==> config.mk <==
export PLATFORM = sky130hd
export DESIGN_NAME = mips_mult_seq_flat
export DESIGN_NICKNAME = d
export VERILOG_FILES = /design/src/rtl/mips_mult_seq_pkg.sv /design/src/rtl/mips_mult_seq_if.sv /design/src/rtl/mips_mult_seq_partial_product_gen.sv /design/src/rtl/mips_mult_seq.sv /design/src/flat_wrapper.sv
export SDC_FILE = /design/constraint.sdc
export NUM_CORES = 1
export LEC_CHECK = 0
export CAP_MARGIN = 25
export CORE_MARGIN = 5
export CORE_UTILIZATION = 23
export DETAILED_ROUTE_END_ITERATION = 8
export GPL_ROUTABILITY_DRIVEN = 1
export HOLD_SLACK_MARGIN = 0.12
export PLACE_DENSITY = 0.5
export SLEW_MARGIN = 5
export SYNTH_ARGS = -nofsm -noshare
export SYNTH_HDL_FRONTEND = slang
export SYNTH_HIERARCHICAL = 1
export SYNTH_SLANG_ARGS = --single-unit
export TNS_END_PERCENT = 20
==> constraint.sdc <==
create_clock -name clk -period 10.8 [get_ports clk]
set_input_delay 2.7 -clock clk [delete_from_list [all_inputs] [get_ports clk]]
set_output_delay 2.7 -clock clk [all_outputs]
set_load 0.05 [all_outputs]
==> src/rtl/mips_mult_seq_pkg.sv <==
// Shared constants and types for the sequential MIPS32 MULT/MULTU back end.

package mips_mult_pkg;

  localparam int WIDTH = 32;
  localparam int ITER  = 32;
  localparam int CNT_W = $clog2(ITER + 1);

  typedef enum logic [1:0] {
    IDLE = 2'd0,
    RUN  = 2'd1,
    DONE = 2'd2
  } state_e;

endpackage

==> src/rtl/mips_mult_seq_if.sv <==
// Start/busy/done handshake and operand/result bus of the sequential multiplier.

interface mips_mult_seq_if #(
  parameter int WIDTH = 32
);

  logic             start_i;
  logic             signed_i;
  logic [WIDTH-1:0] a_i;
  logic [WIDTH-1:0] b_i;
  logic             busy_o;
  logic             done_o;
  logic [WIDTH-1:0] hi_o;
  logic [WIDTH-1:0] lo_o;

  modport master (
    output start_i, signed_i, a_i, b_i,
    input  busy_o, done_o, hi_o, lo_o
  );

  modport slave (
    input  start_i, signed_i, a_i, b_i,
    output busy_o, done_o, hi_o, lo_o
  );

endinterface

==> src/rtl/mips_mult_seq_partial_product_gen.sv <==
// Partial product for one shift-add step: multiplicand gated by the current multiplier bit.

module partial_product_gen #(
  parameter int WIDTH = mips_mult_pkg::WIDTH
) (
  input  logic [WIDTH-1:0] mcand_i,
  input  logic             bit_i,
  output logic [WIDTH-1:0] pp_o
);

  assign pp_o = mcand_i & {WIDTH{bit_i}};

endmodule

==> src/rtl/mips_mult_seq.sv <==
// Sequential 32x32->64 shift-add multiplier writing HI/LO for MULT/MULTU.
// Signed MULT support is compiled in only when MULT_SIGNED_EN is defined.

module mips_mult_seq
  import mips_mult_pkg::*;
#(
  parameter int WIDTH = mips_mult_pkg::WIDTH
) (
  input  logic          clk,
  input  logic          rst,
  mips_mult_seq_if.slave bus
);

  localparam int PW = 2 * WIDTH + 1;

  state_e             state_q, state_d;
  logic [PW-1:0]      p_q, p_d;
  logic [WIDTH-1:0]   mcand_q, mcand_d;
  logic [CNT_W-1:0]   cnt_q, cnt_d;
  logic [WIDTH-1:0]   hi_q, hi_d;
  logic [WIDTH-1:0]   lo_q, lo_d;

  logic [WIDTH-1:0]   pp;
  logic [WIDTH:0]     sum;
  logic [WIDTH-1:0]   mag_a, mag_b;
  logic [2*WIDTH-1:0] result;
  logic               start_acc;
  logic               last_run;

  assign start_acc = (state_q == IDLE) && bus.start_i;
  assign last_run  = (cnt_q == CNT_W'(ITER));

`ifdef MULT_SIGNED_EN
  logic neg_q, neg_d;

  function automatic logic [WIDTH-1:0] magnitude(input logic [WIDTH-1:0] v, input logic sgn);
    return (sgn && v[WIDTH-1]) ? (~v + WIDTH'(1)) : v;
  endfunction

  function automatic logic [2*WIDTH-1:0] apply_sign(input logic [2*WIDTH-1:0] v, input logic neg);
    return neg ? (~v + (2*WIDTH)'(1)) : v;
  endfunction

  always_comb begin
    mag_a  = magnitude(bus.a_i, bus.signed_i);
    mag_b  = magnitude(bus.b_i, bus.signed_i);
    result = apply_sign(p_q[2*WIDTH-1:0], neg_q);
    neg_d  = neg_q;
    if (start_acc) neg_d = bus.signed_i & (bus.a_i[WIDTH-1] ^ bus.b_i[WIDTH-1]);
  end

  always_ff @(posedge clk or posedge rst) begin
    if (rst) neg_q <= 1'b0;
    else     neg_q <= neg_d;
  end
`else
  logic unused_signed;

  assign unused_signed = bus.signed_i;
  assign mag_a         = bus.a_i;
  assign mag_b         = bus.b_i;
  assign result        = p_q[2*WIDTH-1:0];
`endif

  partial_product_gen #(
    .WIDTH (WIDTH)
  ) u_ppg (
    .mcand_i (mcand_q),
    .bit_i   (p_q[0]),
    .pp_o    (pp)
  );

  // P[64] is always zero entering a step, so this is the 33-bit add of P[63:32].
  assign sum = p_q[PW-1:WIDTH] + {1'b0, pp};

  always_ff @(posedge clk or posedge rst) begin
    if (rst) begin
      state_q <= IDLE;
      p_q     <= '0;
      mcand_q <= '0;
      cnt_q   <= '0;
      hi_q    <= '0;
      lo_q    <= '0;
    end else begin
      state_q <= state_d;
      p_q     <= p_d;
      mcand_q <= mcand_d;
      cnt_q   <= cnt_d;
      hi_q    <= hi_d;
      lo_q    <= lo_d;
    end
  end

  always_comb begin
    state_d = state_q;
    case (state_q)
      IDLE:    if (bus.start_i) state_d = RUN;
      RUN:     if (last_run)    state_d = DONE;
      DONE:                     state_d = IDLE;
      default:                  state_d = IDLE;
    endcase
  end

  // The RUN cycle after the 32nd step publishes the settled product into HI/LO.
  always_comb begin
    p_d     = p_q;
    mcand_d = mcand_q;
    cnt_d   = cnt_q;
    hi_d    = hi_q;
    lo_d    = lo_q;
    case (state_q)
      IDLE: begin
        if (bus.start_i) begin
          mcand_d = mag_a;
          p_d     = {1'b0, {WIDTH{1'b0}}, mag_b};
          cnt_d   = '0;
        end
      end
      RUN: begin
        if (!last_run) begin
          p_d   = {1'b0, sum, p_q[WIDTH-1:1]};
          cnt_d = cnt_q + 1'b1;
        end else begin
          hi_d = result[2*WIDTH-1:WIDTH];
          lo_d = result[WIDTH-1:0];
        end
      end
      default: ;
    endcase
  end

  always_comb begin
    bus.busy_o = (state_q != IDLE);
    bus.done_o = (state_q == DONE);
    bus.hi_o   = hi_q;
    bus.lo_o   = lo_q;
  end

endmodule

==> src/flat_wrapper.sv <==
// flat-port wrapper written by rule: the top's interface ports become plain ports
module mips_mult_seq_flat import mips_mult_pkg::*;
#(
  parameter int WIDTH = mips_mult_pkg::WIDTH
)
  (clk, rst, bus_start_i, bus_signed_i, bus_a_i, bus_b_i, bus_busy_o, bus_done_o, bus_hi_o, bus_lo_o);
  mips_mult_seq_if #(.WIDTH(WIDTH)) bus_i ();
  input  logic clk;
  input  logic rst;
  input wire logic [$bits(bus_i.start_i)-1:0] bus_start_i;
  input wire logic [$bits(bus_i.signed_i)-1:0] bus_signed_i;
  input wire logic [$bits(bus_i.a_i)-1:0] bus_a_i;
  input wire logic [$bits(bus_i.b_i)-1:0] bus_b_i;
  output wire logic [$bits(bus_i.busy_o)-1:0] bus_busy_o;
  output wire logic [$bits(bus_i.done_o)-1:0] bus_done_o;
  output wire logic [$bits(bus_i.hi_o)-1:0] bus_hi_o;
  output wire logic [$bits(bus_i.lo_o)-1:0] bus_lo_o;
  assign bus_i.start_i = bus_start_i;
  assign bus_i.signed_i = bus_signed_i;
  assign bus_i.a_i = bus_a_i;
  assign bus_i.b_i = bus_b_i;
  assign bus_busy_o = bus_i.busy_o;
  assign bus_done_o = bus_i.done_o;
  assign bus_hi_o = bus_i.hi_o;
  assign bus_lo_o = bus_i.lo_o;
  mips_mult_seq #(.WIDTH(WIDTH)) u_core (.clk(clk), .rst(rst), .bus(bus_i));
endmodule
==> metrics, run 1 <==
grt total ovfl=0; number of DRC markers in iteration 0=306; crit path max-delay cell type=clkdlybuf4s50_1; clk buf depth=2; Cells after Synth=about 840; final hold viol count=0; arrival time worst endpoint=1.94 ns; CP Capture Type=output port; clock sink total=168; total detailed-routing wirelength=22,100 µm; Post-synth ARST share=100%; unrepaired setup endpoints after global routing=no; period utilisation layout=43.0%; fin crit period=roughly 4.6 ns; worst-path fanout max=4; Final nets=1,065; ANT nets after route=0; post-DP HPWL=15,100 µm; outcome=complete, no violations; root cell of the clock tree=clkbuf_16; PostCTS Resize Cnt=0; first-pass GRT wire length=roughly 36,000 µm; largest net degree at the start of global routing=68; main combinational cell family by area after synthesis=simple AND/OR/NAND/NOR gates; vias in the first global route=6,795; Worst setup SP type=register; CTS tree=yes; buffers added on ports=132; Post-Synth Adder-Cell Area=5.34%; post-synthesis sequential area ratio=about half; CP Cell Sequence=nor2_1 -> inv_1 -> clkdlybuf4s50_1; H-tree lvl count=4; CTS buffer count=17; Worst-Skew Late Latency=0.43 ns; RD Place Congestion=just under 0.8; XOR/XNOR share of the synthesized area=2.83%; fin util=30.2%; Peak supply drop=0.000151 V; CTS Hold Bufs=0; post-DR vias/cell=4.41; Hold Path Stages=2; Mapped Avg Cell Area=around 10 µm²; Ys Warns=6; Placeable Area=about 36,000 µm²; most common flop cell mapped by yosys=dfrtp_1; die height=200 µm; max-slew violation count=0; Slew HR=43.0%; Pre-antenna DRT Iters=5; Critical Path Stages=3; EDFF count, synth=0; mux cell area share after synthesis=8.64%; fmax=approximately 220 MHz; CP Data Required Time=about 8.1 ns; CP top delay family=buffers and inverters; share of post-route cells with drive strength above 1=15.6%; worst path bufs/invs=2; clock-pin slew on the worst setup and hold paths=0.07 ns; synth unique cells=54; GRT Util Overall=11.1%; Least-Margin Pin Slew=0.853 ns; DRC=0; Setup CP Type=reg -> out; drt wl/cell=~15 µm; worst-case reg-to-reg path depth=14; worst stage delay on the critical path=0.77 ns; Initial Util=a little under a quarter; post-synthesis compound-gate area fraction=11.5%; overall via count from detail_route=6,327; syn nets=946; Die Wd=200 µm; Leak=4.81 nW; die area=40,200 µm²; num ports=approximately 130; P per Cell Area=333 nW/µm²; synthesis-to-layout area growth=29.0%; clk_skew=between 0.015 and 0.02 ns; Row Count=69; initial antenna violation count=2; # setup viols final=0; postcts setup bufs=0; Fin Setup TNS=0 ns; simple-gate share of the synthesized area=between 10% and 20%; cell area after synthesis=8340 µm²; Max-Cap Viols=0; number of antenna diodes=0; Synth Register Bits=168; Hold WC Path Type=reg -> reg
[synthesized netlist by cell type (all sizes together) (12+ instances only)]
cell / count / area share [%]
xnor2: 15 / 1.6
nand3: 30 / 1.8
mux2: 64 / 8.6
nor2: 53 / 2.4
nand2: 186 / 8.4
inv: 12 / 0.54
xor2: 12 / 1.3
a21oi: 31 / 1.9
and2: 36 / 3.2
o21ai: 47 / 2.8
a21o: 13 / 1.2
clkbuf: 36 / 1.7
a31oi: 37 / 2.8
ha: 34 / 5.1
dfrtp: 168 / 50
[state kept, by name, summed over array words and instances (netlist names)]
signal	flops
u_core/p_q	64
u_core/bus.hi_o	32
u_core/bus.lo_o	32
u_core/mcand_q	32
u_core/cnt_q	6
u_core/state_q	2
[layout by cell type, fill, tap and decap left out, types with 5 or more instances in the layout]
cell type	count
nand2_1	184
dfrtp_1	168
clkdlybuf4s50_1	132
mux2_2	64
nor2_1	50
a31oi_1	37
ha_1	34
and2_2	32
a21oi_1	30
nand3_1	30
o21ai_0	26
o21ai_1	21
clkbuf_16	17
xnor2_1	15
a21o_1	13
xor2_1	12
inv_1	10
buf_4	8
nand2b_1	7
clkinvlp_4	6
nand4_1	5
[worst min-delay path, stage by stage, from the launching register on]
cell and delay, ns:
dfrtp_1 0.34, nand2_1 0.05, nand2_1 0.05
[per-stage QoR]
stage          instance area, µm²  worst slack, ns  hold WS (ns)  total power (W)  cells
2_1_floorplan                8340             3.55         0.438          0.00248    843
3_3_place_gp                10200             5.92         0.456          0.00298   1402
3_5_place_dp                10200             5.91         0.459          0.00301   1403
4_1_cts                     10700             6.12         0.476          0.00364   1434
5_1_grt                     10800             6.07         0.495          0.00390   1435
6_report                    10800             6.16         0.469          0.00358   1435
[worst paths after layout]
path / slack (ns) / startpoint / end
worst max-delay path: 6.16 / u_core/state_q[0] / bus_busy_o
worst min-delay path: 0.47 / u_core/mcand_q[20] / u_core/mcand_q[20]
worst max register to register: 6.94 / u_core/p_q[0] / u_core/p_q[61]
worst min register to register: 0.47 / u_core/mcand_q[20] / u_core/mcand_q[20]
max in group asynchronous: 6.82 / rst / u_core/bus.hi_o[13]
min in group asynchronous: 2.71 / rst / u_core/bus.lo_o[22]
[where the power goes]
group	internal [W]	switching (W)
sequential	0.000931	0.000192
combinational	0.000758	0.00111
clock	0.000325	0.000271
total	0.00201	0.00157
[cell families (layout without fill, tap and decap cells)]
family,count (synthesis),in the layout
adders and majority gates,35,35
AOI/OAI and AO/OA,154,154
muxes,64,64
buffers and inverters,54,185
and+or+nand+nor,341,341
DFF,168,168
xor gates and xnor gates,27,27
[area by class of cell]
cell class / instances / area [µm²]
Clock inverter: 12 / 119
Multi-Input combinational cell: 621 / 3950
Sequential cell: 168 / 4200
Fill cell: 3762 / 24900
Timing Repair Buffer: 142 / 1420
Tap cell: 461 / 577
Inverter: 12 / 50.0
Clock buffer: 19 / 443
[routing by layer]
| layer | GRT usage (%) | wire [µm] | vias to the layer above |
|---|---|---|---|
| li1 | - | - | 3136 |
| met3 | 5.30 | 1970 | 15 |
| met1 | 13.8 | 10200 | 3063 |
| met4 | 2.70 | 216 | 4 |
| met2 | 17.3 | 9710 | 109 |
| met5 | 0 | 21 | - |
(Power assumes the default switching activity.)
==> run 2: changes to the inputs <==
- PLACE_DENSITY: 0.5 -> 0.51
- clock period: 10.8 -> 3.79 ns (I/O delays scaled with it)
==> run 2 against run 1 <==
Against the previous run: clock-buffer cell count down 1; combinational power grew to 2.9 times the previous value; critical path type is now reg -> reg; sequential cell count unchanged; non-clock buffer count rose by 8; highest routed layer unchanged; power increased to 2.9 times the previous value; via count barely moved; final cell count up 0.63%; critical path depth is 9 higher; die area is the same; first-iteration DRC count shrank 2.3%; clock power rose to 3.1 times the previous value.
==> metrics, run 2 (synthesis results as in run 1) <==
clk_skew=0.0140 ns; Hold Path End=u_core/mcand_q[29]; Row Count=69; buffers added on ports=132; overall power=0.0104 W; GRT Util Overall=~11%; fmax=just over 300 MHz; crit path max-delay cell type=a2111oi_1; Initial Util=between 20% and 30%; CTS tree=yes; # setup viols final=0; Top reg by flops=u_core/p_q; fin crit period=roughly 3.3 ns; most common cell after layout, fill and taps aside=nand2_1; ANT nets after route=0; die area=between 40,000 and 50,000 µm²; Max-Cap Viols=0; P per Cell Area=~950 nW/µm²; CP top delay family=compound AO/OA/AOI/OAI gates; worst path bufs/invs=1; DRC=0; total detailed-routing wirelength=22,000 µm; cell mode on critical path=a21o_1; Setup CP Type=reg -> reg; Hold WC Path Type=reg -> reg; root cell of the clock tree=clkbuf_16; initial antenna violation count=2; CP Cell Sequence=buf_4 -> and2_2 -> ha_1 -> a21o_1 -> a21o_1 -> a2111oi_1 -> a2bb2oi_1 -> o311a_4 -> o31ai_4 -> a21oi_2 -> or4b_1 -> nand3_1; worst stage delay on the critical path=0.61 ns; fill count=3,757; Final nets=around 1,100; synthesis-to-layout area growth=30.3%; clock-pin slew on the worst setup and hold paths=roughly 0.07 ns; number of DRC markers in iteration 0=299; unrepaired setup endpoints after global routing=no; drt wl/cell=15.2 µm; clock sink total=168; PostCTS Resize Cnt=0; Pre-antenna DRT Iters=6; Peak supply drop=0.000381 V; worst-path fanout max=22; largest net degree at the start of global routing=58; Reg2Reg Launch Point=u_core/p_q[0]; CTS buffer count=17; arrival time worst endpoint=3.63 ns; RD Place Congestion=0.778; outcome=complete, no violations; Placeable Area=35,700 µm²; Register Area=approximately 4200 µm²; most frequent cells in the layout=nand2_1, dfrtp_1, clkdlybuf4s50_1, mux2_2, nor2_1; Slew HR=approximately 43%; multi-input logic area=3940 µm²; Worst setup SP type=register; Hold Path Stages=2; Leak=4.89 nW; Die Wd=roughly 200 µm; CTS Hold Bufs=0; worst-case reg-to-reg path depth=12; clk buf depth=2; postcts setup bufs=0; CP Capture Type=register; first-pass GRT wire length=36,200 µm; post-DR vias/cell=4.39; H-tree lvl count=4; max-slew violation count=0; CP Data Required Time=4.10 ns; post-DP HPWL=15,400 µm; vias in the first global route=6,699; share of post-route cells with drive strength above 1=16.3%; die height=200 µm; Fin Setup TNS=0 ns; number of antenna diodes=0; r2r setup slk=0.48 ns; final hold viol count=0; max FFs per register=64; Hold Crit Start=u_core/mcand_q[29]; Least-Margin Pin Slew=0.856 ns; num ports=134; grt total ovfl=0; overall via count from detail_route=6,332; period utilisation layout=87.4%; Worst-Skew Late Latency=0.43 ns; reg-to-reg endpoint=u_core/p_q[62]
## run 2: cell types whose count changed in the layout (fill, tap and decap cells not counted)
cell        previous run  this run
clkinv_2               0         3
clkinvlp_4             6         3
buf_4                  8        15
clkbuf_8               1         0
nand2_2                2         1
bufinv_16              1         3
buf_12                 2         3
nand2_1              184       185
clkinv_4               2         3
inv_6                  4         3
## run 2: power by group
group	total [W]	internal, W	switching (W)
Clock	0.00182	0.00104	0.000775
Combinational	0.00533	0.00218	0.00315
Sequential	0.00321	0.00265	0.000555
## run 2: worst max-delay path by stage
stage | from | endpoint | cells past startpoint
after floorplan | u_core/p_q[0] | u_core/p_q[61] | 14
after global placement | u_core/p_q[0] | u_core/p_q[61] | 13
after detailed placement | u_core/p_q[0] | u_core/p_q[61] | 13
after CTS | u_core/p_q[0] | u_core/p_q[61] | 13
after global routing | u_core/p_q[0] | u_core/p_q[61] | 13
final | u_core/p_q[0] | u_core/p_q[62] | 12
## run 2: cell type report
class                      count  share of cell area [%]
multi-input combinational    621                    36.3
inverter                      12                   0.449
tap                          461                    5.31
timing repair buffer         150                    13.7
sequential                   168                    38.7
clock inverter                14                    1.59
clock buffer                  18                    3.95
## run 2: per-layer routing
metal  track usage, %  vias up  share of wire, %
li1                 -     3166                 -
met3             5.09       14               9.2
met5                0        -              0.11
met2             17.0      143                44
met1             14.3     3005                46
met4             2.36        4              0.73
## run 2: through the flow
step / setup WS (ns) / hold WS, ns / util [%] / area, µm² / instances
after CTS: 0.434 / 0.475 / 30.5 / 10900 / 1444
after floorplan: 0.689 / 0.438 / - / 8350 / 843
after global placement: 0.505 / 0.457 / 28.8 / 10300 / 1412
final: 0.476 / 0.468 / 30.5 / 10900 / 1444
after detailed placement: 0.483 / 0.455 / 28.8 / 10300 / 1412
after global routing: 0.265 / 0.494 / 30.5 / 10900 / 1444
## run 2: worst reg2reg max path: stages, from the launching register on
cell and delay (ns):
dfrtp_1 0.45, buf_4 0.24, and2_2 0.19, ha_1 0.33
a21o_1 0.20, a21o_1 0.20, a2111oi_1 0.61, a2bb2oi_1 0.28
o311a_4 0.25, o31ai_4 0.09, a21oi_2 0.17, or4b_1 0.13
nand3_1 0.07
